`src/rtl/mem_stage_pkg.sv`:
```
// Shared definitions for the memory/writeback stage: funct3 encodings,
// FSM states and small legality/alignment helpers.
package mem_stage_pkg;

    localparam int XLEN  = 32;
    localparam int REG_W = 5;

    localparam logic [2:0] F3_B  = 3'b000;
    localparam logic [2:0] F3_H  = 3'b001;
    localparam logic [2:0] F3_W  = 3'b010;
    localparam logic [2:0] F3_BU = 3'b100;
    localparam logic [2:0] F3_HU = 3'b101;

    typedef enum logic [1:0] {
        IDLE = 2'd0,
        MEM  = 2'd1,
        WB   = 2'd2
    } state_e;

    // Loads allow B/H/W/BU/HU; stores allow only B/H/W.
    function automatic logic f3_legal(input logic is_load, input logic [2:0] f3);
        if (is_load)
            return (f3 == F3_B) || (f3 == F3_H) || (f3 == F3_W) ||
                   (f3 == F3_BU) || (f3 == F3_HU);
        else
            return (f3 == F3_B) || (f3 == F3_H) || (f3 == F3_W);
    endfunction

    // Access size lives in funct3[1:0] for every legal encoding.
    function automatic logic f3_aligned(input logic [2:0] f3, input logic [1:0] off);
        case (f3[1:0])
            2'b01:   return (off[0] == 1'b0);
            2'b10:   return (off == 2'b00);
            default: return 1'b1;
        endcase
    endfunction

endpackage

```
`src/rtl/mem_stage_load_extend.sv`:
```
// Combinational load lane selection and sign/zero extension of a read word.
module load_extend
    import mem_stage_pkg::*;
(
    input  logic [31:0] rdata_i,
    input  logic [1:0]  off_i,
    input  logic [2:0]  funct3_i,
    output logic [31:0] data_o
);

    logic [7:0]  byte_sel;
    logic [15:0] half_sel;

    // Pick the addressed byte/half lane, then extend according to funct3.
    always_comb begin
        byte_sel = 8'h00;
        half_sel = 16'h0000;
        data_o   = rdata_i;
        case (off_i)
            2'd0:    byte_sel = rdata_i[7:0];
            2'd1:    byte_sel = rdata_i[15:8];
            2'd2:    byte_sel = rdata_i[23:16];
            default: byte_sel = rdata_i[31:24];
        endcase
        half_sel = off_i[1] ? rdata_i[31:16] : rdata_i[15:0];
        case (funct3_i)
            F3_B:    data_o = {{24{byte_sel[7]}}, byte_sel};
            F3_BU:   data_o = {24'h000000, byte_sel};
            F3_H:    data_o = {{16{half_sel[15]}}, half_sel};
            F3_HU:   data_o = {16'h0000, half_sel};
            default: data_o = rdata_i;
        endcase
    end

endmodule

```
`src/rtl/mem_stage.sv`:
```
// RV32I memory/writeback stage: issues loads/stores on a req/ack port and
// produces a registered one-cycle writeback; non-memory results pass through.
module mem_stage
    import mem_stage_pkg::*;
(
    input  logic        clk,
    input  logic        rst,
    input  logic        in_valid,
    output logic        in_ready,
    input  logic [4:0]  in_rd,
    input  logic [2:0]  in_funct3,
    input  logic        in_is_load,
    input  logic        in_is_store,
    input  logic [31:0] in_result,
    input  logic [31:0] in_store_data,
    output logic        mem_req,
    output logic        mem_we,
    output logic [31:0] mem_addr,
    output logic [31:0] mem_wdata,
    output logic [3:0]  mem_wstrb,
    input  logic        mem_ack,
    input  logic [31:0] mem_rdata,
    output logic        wb_valid,
    output logic        wb_we,
    output logic [4:0]  wb_rd,
    output logic [31:0] wb_data,
    output logic        err
);

    state_e      state_q;
    logic        mem_req_q, mem_we_q;
    logic [31:0] mem_addr_q, mem_wdata_q;
    logic [3:0]  mem_wstrb_q;
    logic        wb_valid_q, wb_we_q, err_q;
    logic [4:0]  wb_rd_q;
    logic [31:0] wb_data_q;

    // In-flight instruction context, only meaningful while in MEM.
    logic [4:0]  rd_q;
    logic        ld_q;
    logic [2:0]  f3_q;
    logic [1:0]  off_q;

    logic        accept;
    logic        is_mem;
    logic        bad_access;
    logic [3:0]  wstrb_d;
    logic [31:0] wdata_d;
    logic [31:0] ld_ext;

    function automatic logic [3:0] store_strb(input logic [2:0] f3, input logic [1:0] off);
        case (f3)
            F3_B:    return 4'b0001 << off;
            F3_H:    return 4'b0011 << off;
            default: return 4'b1111;
        endcase
    endfunction

    function automatic logic [31:0] store_lanes(input logic [2:0] f3, input logic [31:0] d);
        case (f3)
            F3_B:    return {4{d[7:0]}};
            F3_H:    return {2{d[15:0]}};
            default: return d;
        endcase
    endfunction

    assign in_ready = (state_q != MEM);
    assign accept   = in_valid && in_ready;

    // Decode the incoming instruction: legality, alignment and store lanes.
    always_comb begin
        is_mem     = in_is_load || in_is_store;
        bad_access = !f3_legal(in_is_load, in_funct3) ||
                     !f3_aligned(in_funct3, in_result[1:0]);
        wstrb_d    = in_is_store ? store_strb(in_funct3, in_result[1:0]) : 4'b0000;
        wdata_d    = store_lanes(in_funct3, in_store_data);
    end

    load_extend u_load_extend (
        .rdata_i  (mem_rdata),
        .off_i    (off_q),
        .funct3_i (f3_q),
        .data_o   (ld_ext)
    );

    // Stage FSM with registered memory-port and writeback outputs.
    always_ff @(posedge clk) begin
        if (rst) begin
            state_q     <= IDLE;
            mem_req_q   <= 1'b0;
            mem_we_q    <= 1'b0;
            mem_addr_q  <= '0;
            mem_wdata_q <= '0;
            mem_wstrb_q <= '0;
            wb_valid_q  <= 1'b0;
            wb_we_q     <= 1'b0;
            wb_rd_q     <= '0;
            wb_data_q   <= '0;
            err_q       <= 1'b0;
        end else begin
            wb_valid_q <= 1'b0;
            wb_we_q    <= 1'b0;
            err_q      <= 1'b0;
            case (state_q)
                MEM: begin
                    if (mem_ack) begin
                        mem_req_q   <= 1'b0;
                        mem_we_q    <= 1'b0;
                        mem_wstrb_q <= 4'b0000;
                        wb_valid_q  <= 1'b1;
                        wb_rd_q     <= rd_q;
                        wb_we_q     <= ld_q && (rd_q != 5'd0);
                        wb_data_q   <= ld_q ? ld_ext : 32'h0;
                        state_q     <= WB;
                    end
                end
                default: begin
                    if (accept) begin
                        if (!is_mem) begin
                            wb_valid_q <= 1'b1;
                            wb_we_q    <= (in_rd != 5'd0);
                            wb_rd_q    <= in_rd;
                            wb_data_q  <= in_result;
                            state_q    <= WB;
                        end else if (bad_access) begin
                            wb_valid_q <= 1'b1;
                            err_q      <= 1'b1;
                            wb_rd_q    <= in_rd;
                            wb_data_q  <= 32'h0;
                            state_q    <= WB;
                        end else begin
                            mem_req_q   <= 1'b1;
                            mem_we_q    <= in_is_store;
                            mem_addr_q  <= {in_result[31:2], 2'b00};
                            mem_wdata_q <= wdata_d;
                            mem_wstrb_q <= wstrb_d;
                            state_q     <= MEM;
                        end
                    end else begin
                        state_q <= IDLE;
                    end
                end
            endcase
        end
    end

    // Capture the context needed to finish a memory access.
    always_ff @(posedge clk) begin
        if (state_q != MEM && accept) begin
            rd_q  <= in_rd;
            ld_q  <= in_is_load;
            f3_q  <= in_funct3;
            off_q <= in_result[1:0];
        end
    end

    assign mem_req   = mem_req_q;
    assign mem_we    = mem_we_q;
    assign mem_addr  = mem_addr_q;
    assign mem_wdata = mem_wdata_q;
    assign mem_wstrb = mem_wstrb_q;
    assign wb_valid  = wb_valid_q;
    assign wb_we     = wb_we_q;
    assign wb_rd     = wb_rd_q;
    assign wb_data   = wb_data_q;
    assign err       = err_q;

endmodule

```
`config.mk`:
```
export PLATFORM = sky130hd
export DESIGN_NAME = mem_stage
export DESIGN_NICKNAME = d
export VERILOG_FILES = /design/src/rtl/mem_stage_pkg.sv /design/src/rtl/mem_stage_load_extend.sv /design/src/rtl/mem_stage.sv
export SDC_FILE = /design/constraint.sdc
export NUM_CORES = 1
export LEC_CHECK = 0
export ABC_AREA = 1
export CORE_MARGIN = 3
export CORE_UTILIZATION = 40
export CTS_BUF_LIST = sky130_fd_sc_hd__clkbuf_4 sky130_fd_sc_hd__clkbuf_8
export DETAILED_ROUTE_END_ITERATION = 10
export GPL_ROUTABILITY_DRIVEN = 0
export PLACE_DENSITY = 0.73
export SKIP_LAST_GASP = 1
export SLEW_MARGIN = 20
export SYNTH_ARGS = -nofsm -noshare
export SYNTH_HDL_FRONTEND = slang
export SYNTH_HIERARCHICAL = 1
export SYNTH_SLANG_ARGS = --single-unit
```
`constraint.sdc`:
```
create_clock -name clk -period 1.75 [get_ports clk]
set_input_delay 0.2625 -clock clk [delete_from_list [all_inputs] [get_ports clk]]
set_output_delay 0.2625 -clock clk [all_outputs]
set_load 0.05 [all_outputs]
```
==> qor.tcl, run 1 <==
set qor(ys_types) 29
set qor(initial_core_util_pct) 41.20
set qor(ctsLongestPathBuffers) 2
set qor(hold-path-cell-count) 2
set qor(rsz_0062_raised_after_global_routing) {true}
set qor(power_per_cell_area_nw_per_um2) 872.6
set qor(maxClockFrequency_mhz) 598.7
set qor(final_util_pct) 61.86
set qor(crit-reg2reg-launch) {off_q[1]}
set qor(internal_power_mw) 5.526
set qor(routedWlPerCell_um) 15.65
set qor(timing.critical_path.arrival_ns) 2.00
set qor(outcome) {completed}
set qor(drive_above_1_share_pct) 17.72
set qor(final.hold.worst_slack_ns) 0.1437
set qor(critPathKind) {reg -> reg}
set qor(dieArea_um2) 17380
set qor(yosysSeqAreaShare_pct) 39.99
set qor(overall_die_width_um) 131.8
set qor(share_seq_of_total_power_pct) 37.5
set qor(power.ir.vdd_worst_uv) 516.1
set qor(final_hold_viol_count) 0
set qor(fin_crit_sh_pct) 95.45
set qor(cts_tree) {yes}
set qor(placeableCoreArea_um2) 15370
set qor(pin_count_of_the_biggest_net_entering_global_routing) 49
set qor(switching_power_mw) 2.771
set qor(detail_route.iter0.violations) 451
set qor(area_delta_synth_final_pct) 50.15
set qor(synth-seq-cells) 121
set qor(num_antenna_cells) 0
set qor(first_global_vias) 6888
set qor(min_period_ns) 1.670
set qor(final.fill_count) 1462
set qor(routed_wl_um) 22370
set qor(holdCritPathClass) {in -> reg}
set qor(ff_to_ff_setup_slack_ns) 0.08
set qor(hpwl_um) 16470
set qor(hp-start) {in_funct3[1]}
set qor(syn_inst) 955
set qor(dr_total_vias) 7172
set qor(htree_levels) 4
set qor(worstRegToRegCells) 12
set qor(cts_root_buffer) {clkbuf_8}
set qor(setup_violations) 0
set qor(hold_end) {f3_q[1]}
set qor(switching_share_pct) 33.40
set qor(timing.clock.skew_ns) 0.01199
set qor(cts_inserted_buffers) 17
set qor(timing.max_cap.violations) 0
set qor(timing_max_transition_violations_final) 0
set qor(yosys_warnings) 6
set qor(cts_sinks) 121
set qor(crit_path_start_kind) {flop}
set qor(track_usage_pct) 24.94
set qor(antenna_violating_nets_post_route) 0
set qor(grt_first_pass_wirelength_um) 34930
set qor(worst-path-max-fanout) 4
set qor(crit-reg2reg-capture) {wb_data[9]}
set qor(drt-vias-per-instance) 5.015
set qor(insertion_delay_ns) 0.44
set qor(port_buffers) 218
set qor(clock_power_share_pct) 33.8
set qor(cell_area_after_synthesis_um2) 6332
set qor(remaining_drc_errors) 0
set qor(grt_antenna_before_repair) 0
set qor(rows) 45
set qor(num_io_pins) 221
set qor(grt.overflow.total) 0
set qor(clk_transition_reported_paths_ns) 0.07
set qor(synth.avg_cell_area_um2) 6.631
set qor(worst_pin_slew_ns) 0.5131
set qor(die_y_um) 131.8
set qor(power.combinational.fraction_pct) 28.7
set qor(firstDrtPassIters) 5
set qor(worst_ep_required_time_ns) 2.08
set qor(power.leakage_nw) 4.752
set qor(slew_headroom_pct) 65.93
set qor(critical_path.endpoint_type) {flop}
set qor(nNetsFinal) 1319
==> per-stage QoR <==
stage               worst slack [ns]  cells  area, µm²  power (mW)  setup TNS, ns
floorplan                     0.1734    956       6336       4.559              0
global placement             -0.4079   1390       8910       5.499         -40.59
detailed placement           -0.4491   1390       8910       5.518         -43.11
CTS                          0.01890   1422       9313       8.283              0
global route                -0.05064   1430       9508       8.657        -0.1798
finish                       0.07963   1430       9508       8.297              0
==> placed cells by master (no fill, tap or decap), types with 2 or more instances in the layout <==
master             n
nor2_1           231
nand2_1          208
buf_4            128
dfxtp_1          110
nand3_1          107
clkdlybuf4s50_1  107
o21ai_0           61
inv_1             47
o21ai_1           41
dlygate4sd2_1     31
o21bai_1          28
clkbuf_8          19
buf_12            17
edfxtp_1          11
a21oi_1           10
inv_2              8
nor2_2             5
nand2_2            5
buf_6              5
o211ai_1           4
clkinv_2           4
bufinv_16          4
clkbuf_16          4
nand3_2            3
nand3_4            2
nor2_4             2
nor3_1             2
ha_4               2
conb_1             2
clkinv_4           2
clkinvlp_4         2
dlymetal6s2s_1     2
==> cell usage after synthesis (all sizes together) <==
cell type  number  area share (%)
a21oi          10            0.79
buf            39             4.9
o21ai         103             8.1
o211ai          4            0.47
dfxtp         110              35
conb            1           0.059
edfxtp         11             5.2
nor3            2            0.16
ha              3            0.59
clkbuf         24             1.4
clkinv          1           0.059
nand2         213              13
nand3         112             9.5
or2             1           0.099
nor2          238              14
inv            55             3.3
o21bai         28             3.3
==> kinds of logic (layout without fill, tap and decap cells) <==
group	after synthesis	in the layout	synth area share (%)
compound gates	145	145	12.72
other cells	1	2	0.05922
simple gates	566	566	36.95
buf+inv	119	382	9.682
flops	121	121	39.99
fa+ha+maj	3	3	0.5928
==> sequential cells by signal, indices dropped and copies added, names as in the netlist <==
name	cells
mem_wdata	32
wb_data	32
mem_addr	30
rd_q	5
wb_rd	5
mem_wstrb	4
f3_q	3
off_q	2
state_q	2
err	1
ld_q	1
mem_req	1
mem_we	1
wb_valid	1
wb_we	1
==> how the worst max path moves through the flow <==
stage / from / endpoint / slack (ns) / cells past startpoint
finish: off_q[1] / wb_data[9] / 0.08 / 12
global route: off_q[1] / wb_data[2] / -0.05 / 10
CTS: off_q[1] / wb_data[2] / 0.02 / 10
detailed placement: in_funct3[0] / mem_wdata[12] / -0.45 / 12
global placement: in_funct3[0] / mem_addr[26] / -0.41 / 12
floorplan: off_q[0] / wb_data[18] / 0.17 / 13
==> critical path: stages, from the launching register on <==
cell,delay [ns]
edfxtp_1,0.42
buf_4,0.14
nand2_2,0.05
or2_4,0.24
nand3_4,0.10
buf_4,0.13
nand3_1,0.11
nand3_1,0.13
nand2_1,0.06
inv_1,0.04
nand2_1,0.04
nand2_1,0.06
nor2_1,0.04
==> metal layers <==
layer  routed length, µm  track usage [%]  vias to the layer above
met5                   0                0                        -
met4                 731            10.44                        0
met3                1911            7.901                       54
met2               10620            41.78                      323
met1                9111            29.62                     3247
li1                    -                -                     3548
==> power by group through the flow <==
stage          clock network (mW)  logic [mW]  registers [mW]
5_1_grt                      2.97        2.55            3.14
3_3_place_gp                    0        2.33            3.17
6_report                     2.80        2.38            3.11
4_1_cts                      2.85        2.32            3.11
3_5_place_dp                    0        2.34            3.17
2_1_floorplan                   0       0.770            3.79
==> area by class of cell <==
class                   instances  area (µm²)  share of cell area, %
clock buffers                  20       269.0                  2.829
clock inverters                12       172.7                  1.816
inverters                      56       212.7                  2.237
multi-input cells             716        3232                  33.99
flip-flops and latches        121        2532                  26.64
well taps                     211       264.0                  2.777
repair buffers                294        2825                  29.71
==> timing repair <==
action                                  in CTS  in global routing
endpoints found under the hold margin        0                  0
hold buffers                                 0                  0
buffers inserted                             0                  4
pin swaps                                    0                  8
gates cloned                                 0                  4
endpoints found under the setup margin      31                102
gates resized for setup                     31                 30
Power figures use the tool's default switching activity.
==> inputs of run 2 (changes only) <==
--- a/config.mk
+++ b/config.mk
@@ -12,6 +12,7 @@
 export DETAILED_ROUTE_END_ITERATION = 10
 export GPL_ROUTABILITY_DRIVEN = 0
 export PLACE_DENSITY = 0.73
+export RECOVER_POWER = 100
 export SKIP_LAST_GASP = 1
 export SLEW_MARGIN = 20
 export SYNTH_ARGS = -nofsm -noshare
==> qor.tcl, run 2 (synthesis gave the netlist of run 1 again) <==
set qor(cts_root_buffer) {clkbuf_8} ;# unchanged
set qor(grt_antenna_before_repair) 3 ;# was 0
set qor(holdCritPathClass) {in -> reg} ;# unchanged
set qor(detail_route.iter0.violations) 467 ;# was 451
set qor(pin_count_of_the_biggest_net_entering_global_routing) 49 ;# unchanged
set qor(total_power_mw) 8.123 ;# was 8.297 mW
set qor(port_buffers) 218 ;# unchanged
set qor(power.leakage_nw) 4.435 ;# was 4.752 nW
set qor(routedWlPerCell_um) 15.65 ;# about the same
set qor(min_period_ns) 1.690 ;# was 1.670 ns
set qor(rsz_0062_raised_after_global_routing) {true} ;# unchanged
set qor(endpoint) {in_ready} ;# was wb_data[9]
set qor(remaining_drc_errors) 0 ;# unchanged
set qor(cts_tree) {yes} ;# unchanged
set qor(first_global_vias) 6888 ;# unchanged
set qor(outcome) {completed} ;# unchanged
set qor(worstRegToRegCells) 12 ;# unchanged
set qor(num_io_pins) 221 ;# unchanged
set qor(nNetsFinal) 1319 ;# unchanged
set qor(timing.critical_path.arrival_ns) 1.43 ;# was 2.00 ns
set qor(critPathLaunch) {state_q[0]} ;# was off_q[1]
set qor(initial_core_util_pct) 41.20 ;# unchanged
set qor(ctsLongestPathBuffers) 2 ;# unchanged
set qor(grt_first_pass_wirelength_um) 34930 ;# unchanged
set qor(crit-reg2reg-capture) {wb_data[17]} ;# was wb_data[9]
set qor(drt-vias-per-instance) 5.025 ;# was 5.015
set qor(grt.overflow.total) 0 ;# unchanged
set qor(dieArea_um2) 17380 ;# unchanged
set qor(timing.max_cap.violations) 0 ;# unchanged
set qor(placedInstanceArea_um2) 8910 ;# unchanged
set qor(insertion_delay_ns) 0.44 ;# about the same
set qor(layout.cells.most_common) {nor2_1} ;# unchanged
set qor(worst_pin_slew_ns) 0.6693 ;# was 0.5131 ns
set qor(routed_wl_um) 22390 ;# was 22370 µm
set qor(worst-path-max-fanout) 8 ;# was 4
set qor(most_frequent_cells_in_the_layout) {231 x nor2_1, 210 x nand2_1, 110 x dfxtp_1} ;# was 231 x nor2_1, 208 x nand2_1, 128 x buf_4
set qor(ff_to_ff_setup_slack_ns) 0.07 ;# was 0.08 ns
set qor(overall_die_width_um) 131.8 ;# unchanged
set qor(crit-reg2reg-launch) {off_q[1]} ;# unchanged
set qor(placeableCoreArea_um2) 15370 ;# unchanged
set qor(final_hold_viol_count) 0 ;# unchanged
set qor(cts_sinks) 121 ;# unchanged
set qor(rows) 45 ;# unchanged
set qor(maxClockFrequency_mhz) 591.8 ;# was 598.7 MHz
set qor(area_delta_synth_final_pct) 43.41 ;# was 50.15%
set qor(drive_above_1_share_pct) 12.06 ;# was 17.72%
set qor(dr_total_vias) 7191 ;# was 7172
set qor(critPathKind) {reg -> out} ;# was reg -> reg
set qor(critical_path.endpoint_type) {output pin} ;# was flop
set qor(crit_path_start_kind) {flop} ;# unchanged
set qor(timing_max_transition_violations_final) 0 ;# unchanged
set qor(finalInstanceArea_um2) 9081 ;# was 9508 µm²
set qor(cts_inserted_buffers) 17 ;# unchanged
set qor(power.ir.vdd_worst_uv) 519.8 ;# was 516.1 µV
set qor(die_y_um) 131.8 ;# unchanged
set qor(hpwl_um) 16470 ;# unchanged
set qor(fin_crit_sh_pct) 96.55 ;# was 95.45%
set qor(htree_levels) 4 ;# unchanged
set qor(power_per_cell_area_nw_per_um2) 894.4 ;# was 872.6 nW/µm²
set qor(slew_headroom_pct) 55.57 ;# was 65.93%
set qor(antenna_violating_nets_post_route) 0 ;# unchanged
set qor(postCtsHoldBufs) 0 ;# unchanged
set qor(worst_ep_required_time_ns) 1.49 ;# was 2.08 ns
set qor(timing.clock.skew_ns) 0.01091 ;# was 0.01199 ns
set qor(setup_violations) 0 ;# unchanged
set qor(clk_transition_reported_paths_ns) 0.07 ;# about the same
set qor(track_usage_pct) 24.94 ;# unchanged
set qor(firstDrtPassIters) 5 ;# unchanged
set qor(final.fill_count) 1552 ;# was 1462
## run 2: cell count changes in the layout (fill, tap and decap cells not counted), moves of 3 or more
cell | previous run | this run
clkbuf_1 | 0 | 64
clkdlybuf4s50_1 | 107 | 98
clkbuf_16 | 4 | 1
dlygate4sd3_1 | 0 | 9
buf_12 | 17 | 11
clkbuf_2 | 0 | 20
buf_4 | 128 | 49
## run 2: critical path, stage by stage (launching register included)
cell,delay [ns]
dfxtp_1,0.31
inv_1,0.04
nor2_2,0.14
inv_1,0.13
buf_4,0.18
buf_4,0.19
## run 2: report_power, final
group | total, mW | switching (mW) | internal, mW
clock | 2.80 | 1.16 | 1.64
sequential | 3.11 | 0.111 | 3.00
combinational | 2.22 | 1.48 | 0.732
total | 8.12 | 2.75 | 5.37
## run 2: worst min-delay path by stage
stage	start	end	cells after the start
after floorplan	in_funct3[0]	f3_q[0]	0
after global placement	mem_we	mem_we	2
after detailed placement	mem_we	mem_we	2
after CTS	in_result[4]	mem_addr[4]	3
after global routing	in_funct3[1]	f3_q[1]	2
final	in_funct3[1]	f3_q[1]	2
## run 2: final cells by class
cell class,instances,area [µm²],share of cell area [%]
multi-input combinational,716,3227,35.53
sequential,121,2532,27.89
timing repair buffer,294,2401,26.44
clock buffer,20,269.0,2.962
tap,211,264.0,2.907
inverter,56,212.7,2.342
clock inverter,12,172.7,1.901
antenna,1,2.502,0.02756
## run 2: timing repair
action,CTS,global route
gates cloned,0,4
setup buffers,0,4
endpoints found under the setup margin,31,102
endpoints found under the hold margin,0,0
pin swaps,0,8
gates resized for setup,31,30
## run 2: metrics by stage
stage | setup TNS [ns] | util (%) | hold slack, ns | setup WS [ns] | cells
4_1_cts | 0 | 60.59 | 0.4138 | 0.01890 | 1422
6_report | 0 | 59.08 | 0.1619 | 0.06033 | 1431
3_3_place_gp | -40.59 | 57.97 | 0.4533 | -0.4079 | 1390
2_1_floorplan | 0 | - | 0.3614 | 0.1734 | 956
5_1_grt | -0.3099 | 59.08 | 0.1590 | -0.05064 | 1431
3_5_place_dp | -43.11 | 57.97 | 0.4567 | -0.4491 | 1390
## run 2: per-layer routing
| metal | up-vias | part of all wire [%] | GRT usage [%] |
|---|---|---|---|
| met4 | 4 | 3.1 | 10.44 |
| met5 | - | 0.094 | 0 |
| met1 | 3249 | 41 | 29.62 |
| li1 | 3553 | - | - |
| met3 | 56 | 8.7 | 7.901 |
| met2 | 329 | 47 | 41.78 |
